[config.mk]
export PLATFORM = sky130hd
export DESIGN_NAME = move_stream_arbiter
export DESIGN_NICKNAME = d
export VERILOG_FILES = /design/src/rtl/chess_pkg.sv /design/src/rtl/rr_pick8.sv /design/src/rtl/move_stream_arbiter.sv
export SDC_FILE = /design/constraint.sdc
export NUM_CORES = 1
export LEC_CHECK = 0
export ABC_AREA = 1
export CAP_MARGIN = 20
export CORE_AREA = 2 2 580 582
export CTS_CLUSTER_DIAMETER = 200
export CTS_CLUSTER_SIZE = 14
export DETAILED_ROUTE_END_ITERATION = 7
export DIE_AREA = 0 0 582 584
export HOLD_SLACK_MARGIN = 0.15
export SLEW_MARGIN = 20
export SYNTH_ARGS = -nofsm -noshare
export SYNTH_HDL_FRONTEND = slang
export SYNTH_SLANG_ARGS = --single-unit
[constraint.sdc]
create_clock -name clk -period 5.5 [get_ports clk]
set_input_delay 1.1 -clock clk [delete_from_list [all_inputs] [get_ports clk]]
set_output_delay 1.1 -clock clk [all_outputs]
set_load 0.05 [all_outputs]
[src/rtl/chess_pkg.sv]
// Shared definitions for the move-generation datapath: piece/colour/column
// codes, the move word width and the arbiter state encoding.
package chess_pkg;

  localparam int NCOL        = 8;
  localparam int MW          = 160;
  localparam int GEN_TIMEOUT = 64;

  // All-zero move word, used as the idle/reset value of the move register.
  localparam logic [MW-1:0] PVOID = '0;

  typedef enum logic [2:0] {
    EMPTY  = 3'd0,
    PAWN   = 3'd1,
    KNIGHT = 3'd2,
    BISHOP = 3'd3,
    ROOK   = 3'd4,
    QUEEN  = 3'd5,
    KING   = 3'd6
  } piece_t;

  typedef enum logic {
    WHITE = 1'b0,
    BLACK = 1'b1
  } colour_t;

  typedef enum logic [2:0] {
    COLA = 3'd0, COLB = 3'd1, COLC = 3'd2, COLD = 3'd3,
    COLE = 3'd4, COLF = 3'd5, COLG = 3'd6, COLH = 3'd7
  } col_t;

  // Arbiter states, kept as plain constants so older tooling can read them.
  localparam logic [2:0] ST_IDLE   = 3'd0;
  localparam logic [2:0] ST_CLEAR  = 3'd1;
  localparam logic [2:0] ST_GEN    = 3'd2;
  localparam logic [2:0] ST_DRAIN  = 3'd3;
  localparam logic [2:0] ST_FINISH = 3'd4;

endpackage

[src/rtl/rr_pick8.sv]
// Round-robin picker over 8 requesters: returns the first requesting index
// at or after ptr, wrapping 7 -> 0.
module rr_pick8 (
  input  logic [7:0] req,
  input  logic [2:0] ptr,
  output logic       grant_valid,
  output logic [2:0] grant
);

  logic [2:0] idx;

  // Scan the 8 positions in priority order starting at ptr.
  always_comb begin
    // NOTE: every output gets a default before the loop so no latch is inferred.
    grant_valid = 1'b0;
    grant       = ptr;
    idx         = ptr;
    for (int i = 0; i < 8; i++) begin
      idx = ptr + 3'(i);
      if (!grant_valid && req[idx]) begin
        grant_valid = 1'b1;
        grant       = idx;
      end
    end
  end

endmodule

[src/rtl/move_stream_arbiter.sv]
// Runs one move-generation pass over the 8 column units, then drains their
// move FIFOs round-robin into a single tagged valid/ready move stream.
module move_stream_arbiter
  import chess_pkg::*;
#(
  parameter int CW = 10
) (
  input  logic                 clk,
  input  logic                 reset,
  input  logic                 start,
  output logic                 col_reset,
  input  logic [NCOL-1:0]      col_done,
  input  logic [NCOL-1:0]      col_fifo_empty,
  input  logic [NCOL*MW-1:0]   col_fifo_out,
  output logic [NCOL-1:0]      col_rden,
  output logic [MW-1:0]        move_out,
  output logic [2:0]           move_col,
  output logic                 move_valid,
  input  logic                 move_ready,
  output logic                 busy,
  output logic                 pass_done,
  output logic                 timeout_err,
  output logic [CW-1:0]        move_count
);

  localparam int TW = $clog2(GEN_TIMEOUT);
  localparam logic [TW-1:0] TIMER_LAST = TW'(GEN_TIMEOUT - 1);

  logic [2:0]    state;
  logic          clr_cnt;
  logic [TW-1:0] timer;
  logic [2:0]    ptr;
  logic [2:0]    sel;
  logic          inflight;
  logic          grant_valid;
  logic [2:0]    grant;
  logic          issue;
  logic          consume;

  rr_pick8 u_pick (
    .req         (~col_fifo_empty),
    .ptr         (ptr),
    .grant_valid (grant_valid),
    .grant       (grant)
  );

  // A read may only start with nothing in flight and the output slot free or
  // being emptied this cycle; a capture cycle always has inflight set.
  assign issue     = (state == ST_DRAIN) && !inflight &&
                     (!move_valid || move_ready) && grant_valid;
  assign consume   = move_valid && move_ready;
  assign col_rden  = issue ? (NCOL'(1) << grant) : '0;
  assign col_reset = (state == ST_CLEAR);
  assign busy      = (state != ST_IDLE);
  assign pass_done = (state == ST_FINISH);

  // Pass sequencing: flush columns, wait for done (or time out), drain, finish.
  always_ff @(posedge clk) begin
    if (reset) begin
      // NOTE: state is registered with non-blocking assignments so every
      // decision below sees the values from before this edge.
      state       <= ST_IDLE;
      clr_cnt     <= 1'b0;
      timer       <= '0;
      timeout_err <= 1'b0;
    end else begin
      case (state)
        ST_IDLE: begin
          if (start) begin
            state       <= ST_CLEAR;
            clr_cnt     <= 1'b0;
            timeout_err <= 1'b0;
          end
        end
        ST_CLEAR: begin
          if (clr_cnt) begin
            state <= ST_GEN;
            timer <= '0;
          end else begin
            clr_cnt <= 1'b1;
          end
        end
        ST_GEN: begin
          timer <= timer + 1'b1;
          // Done flags seen in the first GEN cycle may predate the flush.
          if ((timer != '0) && (&col_done)) begin
            state <= ST_DRAIN;
          end else if (timer == TIMER_LAST) begin
            timeout_err <= 1'b1;
            state       <= ST_DRAIN;
          end
        end
        ST_DRAIN: begin
          if ((&col_fifo_empty) && !inflight && !move_valid) begin
            state <= ST_FINISH;
          end
        end
        ST_FINISH: state <= ST_IDLE;
        default:   state <= ST_IDLE;
      endcase
    end
  end

  // Read issue, one-cycle-later capture, output handshake and move counting.
  always_ff @(posedge clk) begin
    if (reset) begin
      ptr        <= '0;
      sel        <= '0;
      inflight   <= 1'b0;
      move_out   <= PVOID;
      move_col   <= '0;
      move_valid <= 1'b0;
      move_count <= '0;
    end else begin
      if (issue) begin
        inflight <= 1'b1;
        sel      <= grant;
        ptr      <= grant + 3'd1;
      end
      // Capture wins over consume so a word consumed this cycle is replaced.
      if (inflight) begin
        move_out   <= col_fifo_out[sel*MW +: MW];
        move_col   <= sel;
        move_valid <= 1'b1;
        inflight   <= 1'b0;
      end else if (consume) begin
        move_valid <= 1'b0;
      end
      if ((state == ST_IDLE) && start) begin
        move_count <= '0;
      end else if (consume && (move_count != {CW{1'b1}})) begin
        move_count <= move_count + 1'b1;
      end
    end
  end

endmodule

==> flow_summary.toml, run 1 <==
[detailed_routing]
drt_wl_total_mm = 334
drc_errors = 0
drtAntennaViolNets = 0
via_per_inst = 3.47
wire_per_inst_um = 36.2
drt_pass1_iterations = 5
vias = 32000
dr.first_iter.drc_count = 2317

[sta]
whs_ns = 0.489
setup_viol = 0
tightestPinTransition_ns = 1.21
fmax_mhz = 194
hold_violations = 0
skew_ns = 0.0326
tns_ns = 0
period_share_pct = 93.6
slew_headroom_pct = 19.1
maxSlewViolCount = 0
rsz0062_at_grt = "false"
period_needed_ns = 5.15

[critical_path]
crit_slowest_cell = "clkdlybuf4s50_1"
crit_buf_inv = 5
crit_top_cell = "nand2_1"
cp-end-kind = "output pin"
arrival_ns = 4.05
cpPeakStageDelay_ns = 0.57
critPathLaunchType = "input port"
path_max_fanout = 4
path_cells = "clkdlybuf4s50_1 -> nand2_1 -> nand3_1 -> nand2_4 -> o21ai_2 -> nand3_2 -> inv_1 -> nand2_1 -> o21ai_0 -> nand2_1 -> nand2_1 -> nand2_1 -> nand2_1 -> inv_1 -> ha_1 -> ha_1 -> inv_1 -> nor2_1 -> buf_4"
cp.required_ns = 4.40
path_class = "in2out"
path_delay_family = "simple AND/OR/NAND/NOR gates"

[die]
dieArea_um2 = 340000
num_io_pins = 1486
rows = 212
initial_core_util_pct = 5.42
die_h_um = 584
die_w_um = 582
coreArea_um2 = 333000

[cells_and_area]
final_nets = 5944
multi_input_area_um2 = 12200
layout_common_cells = "1,469 x clkdlybuf4s50_1, 716 x nand2_1, 672 x nor2_1"
layout-drive-gt1-share_pct = 3.30
mostFrequentLayoutCell = "clkdlybuf4s50_1"
seqCellArea_um2 = 3850
syn2layout_area_growth_pct = 117
fillCellCount = 39100

[global_route]
grt_overflow = 0
antenna_found_initial = 543
grt_pass1_wl_mm = 397
grt_pass1_vias = 29600
grt_max_degree = 133
track_usage_pct = 18.9

[pwr]
peakVddDrop_uv = 179
leakagePower_nw = 14.4
power_density_nw_per_um2 = 215

[synth]
synth-edff-count = 0
synth.avg_cell_area_um2 = 5.38
synth_seq_cells = 192
synthArstFlopShare_pct = 0
yosysWarnings = 0
netlist_area_um2 = 18000
synth_nets = 4660
synth.distinct_cells = 46
synth.yosys.seq_area_share_pct = 21.3
ys.flop_type = "dfxtp_1"
netlist_instances = 3349

[clocking]
cts_root_buf = "clkbuf_16"
cts_tree = "built"
htree_levels = 4
cts_made_buffers = 21
clock_path_buffers = 3
clk_pin_slew_worst_paths_ns = 0.09
cts_resized = 0
insertion_delay_ns = 0.61
hold_buffers = 0
post_cts_buffers = 0
cts.sinks = 192

[placement]
gp_routability_congestion = 0.954
io_buffers = 1485
hpwl_mm = 295

[min_path]
hold_path_class = "reg2reg"

[outcome]
status = "finished clean"

[job]
cap_violations = 0
synthesized netlist by cell type (5+ instances only):
library cell  number  area (µm²)
nand2_1          716        2690
nor2_1           673        2530
o21ai_0          653        3270
o22ai_1          321        2010
clkbuf_1         241         905
inv_1            203         762
nand3_1          193         966
dfxtp_1          192        3840
buf_2             27         135
buf_1             19        71.3
a21oi_1           18        90.1
ha_1              11         138
nand4_1           10        62.6
a31oi_1            9        56.3
inv_2              6        22.5
nand2_2            5        31.3
nor3_1             5        25.0
power by group:
group	total (W)	internal [W]	switching, W
sequential	0.00160	0.00149	0.000110
combinational	0.00506	0.00188	0.00318
clock	0.00175	0.000777	0.000973
total	0.00841	0.00415	0.00426
cell families after synthesis:
logic type | after synthesis | share of synthesized area, %
buffers and inverters | 503 | 10.8
AOI/OAI and AO/OA | 1013 | 30.6
xor gates and xnor gates | 8 | 0.534
DFF | 192 | 21.3
and+or+nand+nor | 1622 | 36.0
adders and majority gates | 11 | 0.763
area by class of cell:
type	instances	share of cell area (%)
multi-input combinational	2654	31.3
tap	4387	14.0
antenna	189	1.21
sequential	192	9.85
timing repair buffer	1551	39.8
clock buffer	21	1.34
clock inverter	12	0.323
inverter	213	2.15
worst reg2reg max path, delay by kind of cell, from the launching register on:
family          cells  cell delay (ns)
buf+inv             3             0.44
compound gates      4             0.61
simple gates        7             0.82
flops               1             0.36
xor+xnor            1             0.33
fa+ha+maj           3             0.80
metal layers:
metal / vias up / share of wire [%] / global-route usage [%]
li1: 14000 / - / -
met1: 14500 / 36 / 20.1
met2: 2149 / 42 / 28.6
met3: 970 / 15 / 12.7
met4: 360 / 6.0 / 8.77
met5: - / 0.71 / 0
flip-flops by register name, summed over array words and instances (netlist names):
register / count
move_out: 160
move_count: 10
timer: 6
move_col: 3
ptr: 3
sel: 3
state: 3
clr_cnt: 1
inflight: 1
move_valid: 1
timeout_err: 1
path summary, 6_finish.rpt:
check / start / to / slack [ns] / cells past startpoint
worst max-delay path: col_fifo_empty[3] / col_rden[7] / 0.35 / 19
worst min-delay path: timer[3] / timer[3] / 0.49 / 2
worst max register to register: ptr[0] / ptr[2] / 2.02 / 18
worst min register to register: timer[3] / timer[3] / 0.49 / 2
through the flow:
stage	util, %	instances	area (µm²)	setup slack [ns]	power, W
finish	11.7	9219	39100	0.353	0.00841
global route	11.7	9134	38900	0.143	0.00896
CTS	11.6	9030	38600	0.350	0.00863
detailed placement	11.4	8997	38000	0.362	0.00675
global placement	11.4	8997	38000	0.283	0.00677
floorplan	-	3349	18000	1.04	0.00389
No activity file was read; power rests on OpenSTA's default activity.
==> inputs of run 2 (changes only) <==
- CORE_AREA: 2 2 580 582 -> 2 2 583 585
- DIE_AREA: 0 0 582 584 -> 0 0 585 587
==> flow_summary.toml, run 2 (synthesis results as in run 1) <==
[sta]
period_share_pct = 94.8
tns_ns = 0
setup_viol = 0
slew_headroom_pct = 22.4
fmax_mhz = 192
skew_ns = 0.0370
period_needed_ns = 5.22
maxSlewViolCount = 0
tightestPinTransition_ns = 1.16
hold_violations = 0
rsz0062_at_grt = "false"

[cells_and_area]
final_area_um2 = 39400
finalNonFillerCells = 9407
final_nets = 5947
fillCellCount = 39600
layout-drive-gt1-share_pct = 3.40
syn2layout_area_growth_pct = 119
mostFrequentLayoutCell = "clkdlybuf4s50_1"
top_register = "move_out"
largest_reg_flops = 160
layout_common_cells = "1,471 x clkdlybuf4s50_1, 716 x nand2_1, 672 x nor2_1"
top_regs = "move_out: 160 flops, move_count: 10 flops, timer: 6 flops"

[clocking]
post_cts_buffers = 0
cts_tree = "built"
clk_pin_slew_worst_paths_ns = 0.09
cts.sinks = 192
cts_made_buffers = 21
cts_root_buf = "clkbuf_16"
insertion_delay_ns = 0.63
htree_levels = 4
clock_path_buffers = 3

[critical_path]
rr_endpoint = "ptr[2]"
path_max_fanout = 8
crit_buf_inv = 6
cp.required_ns = 4.40
path_delay_family = "adder cells"
cp-end-kind = "output pin"
critPathLaunchType = "register"
worstRegToRegCells = 19
r2r-start = "ptr[1]"
crit_top_cell = "nand2_1"
path_class = "reg2out"
arrival_ns = 4.12
path_cells = "inv_2 -> ha_2 -> inv_2 -> nand3_2 -> nand2_4 -> o21ai_2 -> nand3_2 -> inv_1 -> nand2_1 -> o21ai_0 -> nand2_1 -> nand2_1 -> nand2_1 -> nand2_1 -> inv_1 -> ha_1 -> ha_1 -> inv_1 -> nor2_1 -> buf_4"
cpPeakStageDelay_ns = 0.54
crit_slowest_cell = "ha_2"
rrSetupSlack_ns = 1.82

[job]
cap_violations = 0

[detailed_routing]
drt_wl_total_mm = 348
vias = 32500
drt_pass1_iterations = 6
via_per_inst = 3.45
dr.first_iter.drc_count = 2696
drtAntennaViolNets = 0
wire_per_inst_um = 36.9
drc_errors = 0

[global_route]
grt_overflow = 0
track_usage_pct = 19.4
grt_max_degree = 122
antenna_found_initial = 544
grt_pass1_wl_mm = 409
grt_pass1_vias = 29500

[pwr]
pwr-share-clk_pct = 21.2
p_comb_share_pct = 60.1
power_density_nw_per_um2 = 216
sw_frac_of_total_pct = 51.3
p_switching_w = 0.00437
cellInternalPower_w = 0.00415
peakVddDrop_uv = 151
power_frac_seq_pct = 18.7
leakagePower_nw = 14.4

[placement]
io_buffers = 1485
placedInstanceArea_um2 = 38200
dp_cells = 9149
gp_routability_congestion = 0.956
hpwl_mm = 308

[min_path]
min_from = "timeout_err"
hold_path_class = "reg2reg"
whs_path_depth = 2
min_to = "timeout_err"

[die]
initial_core_util_pct = 5.34
die_w_um = 585
coreArea_um2 = 338000
dieArea_um2 = 343000
die_h_um = 587
num_io_pins = 1486
rows = 214

[outcome]
status = "finished clean"
-- run 2: changes by cell type in the layout (fill, tap and decap cells not counted), moves of 2 or more --
cell             previous run  this run
o22ai_1                   321       319
diode_2                   189       225
o22ai_2                     0         2
clkdlybuf4s50_1          1469      1471
-- run 2: final cells by class --
| cell class | instances | area, µm² | share of cell area (%) |
|---|---|---|---|
| Inverter | 213 | 840 | 2.13 |
| Tap cell | 4536 | 5680 | 14.4 |
| Clock inverter | 12 | 153 | 0.387 |
| Multi-Input combinational cell | 2654 | 12300 | 31.1 |
| Timing Repair Buffer | 1554 | 15600 | 39.5 |
| Sequential cell | 192 | 3850 | 9.77 |
| Clock buffer | 21 | 526 | 1.33 |
| Antenna cell | 225 | 563 | 1.43 |
-- run 2: worst reg2reg max path, cell delays in order, from the launching register on --
cell and delay, ns:
dfxtp_2 0.47, inv_2 0.18, ha_2 0.54, inv_2 0.15
nand3_2 0.13, nand2_4 0.09, o21ai_2 0.18, nand3_2 0.15
inv_1 0.10, nand2_1 0.10, o21ai_0 0.23, nand2_1 0.10
nand2_1 0.09, nand2_1 0.09, nand2_1 0.14, inv_1 0.08
ha_1 0.21, ha_1 0.30, o21ai_0 0.18, a21oi_1 0.06
-- run 2: what timing repair did --
item / in CTS / in global routing
cloned: 0 / 0
gates resized for setup: 1 / 1
endpoints found under the setup margin: 3 / 7
hold buffers: 0 / 0
-- run 2: metal layers --
layer / part of all wire, % / global-route usage, %
met3: 16 / 14.1
met1: 36 / 20.2
met5: 0.67 / 0
met2: 42 / 29.2
met4: 5.4 / 8.95
-- run 2: power groups by stage --
stage                     Sequential, W  Combinational [W]  Clock (W)
after CTS                       0.00160            0.00519    0.00193
after detailed placement        0.00163            0.00517          0
after global placement          0.00163            0.00519          0
after floorplan                 0.00184            0.00205          0
final                           0.00160            0.00512    0.00180
after global routing            0.00161            0.00549    0.00193
-- run 2: stage by stage --
stage | hold WS, ns | utilization, % | power, W | setup slack, ns
6_report | 0.481 | 11.7 | 0.00853 | 0.284
4_1_cts | 0.490 | 11.5 | 0.00873 | 0.0267
5_1_grt | 0.506 | 11.6 | 0.00903 | 0.000600
3_3_place_gp | 0.469 | 11.3 | 0.00683 | 0.370
3_5_place_dp | 0.475 | 11.3 | 0.00680 | 0.457
2_1_floorplan | 0.456 | - | 0.00389 | 1.04
-- run 2: how the worst max path moves through the flow --
stage,from,endpoint,depth (start not counted)
2_1_floorplan,col_fifo_empty[2],col_rden[7],16
3_3_place_gp,col_fifo_empty[0],col_rden[3],18
3_5_place_dp,col_fifo_empty[0],col_rden[3],18
4_1_cts,ptr[1],col_rden[3],19
5_1_grt,ptr[1],col_rden[3],19
6_report,ptr[1],col_rden[7],20
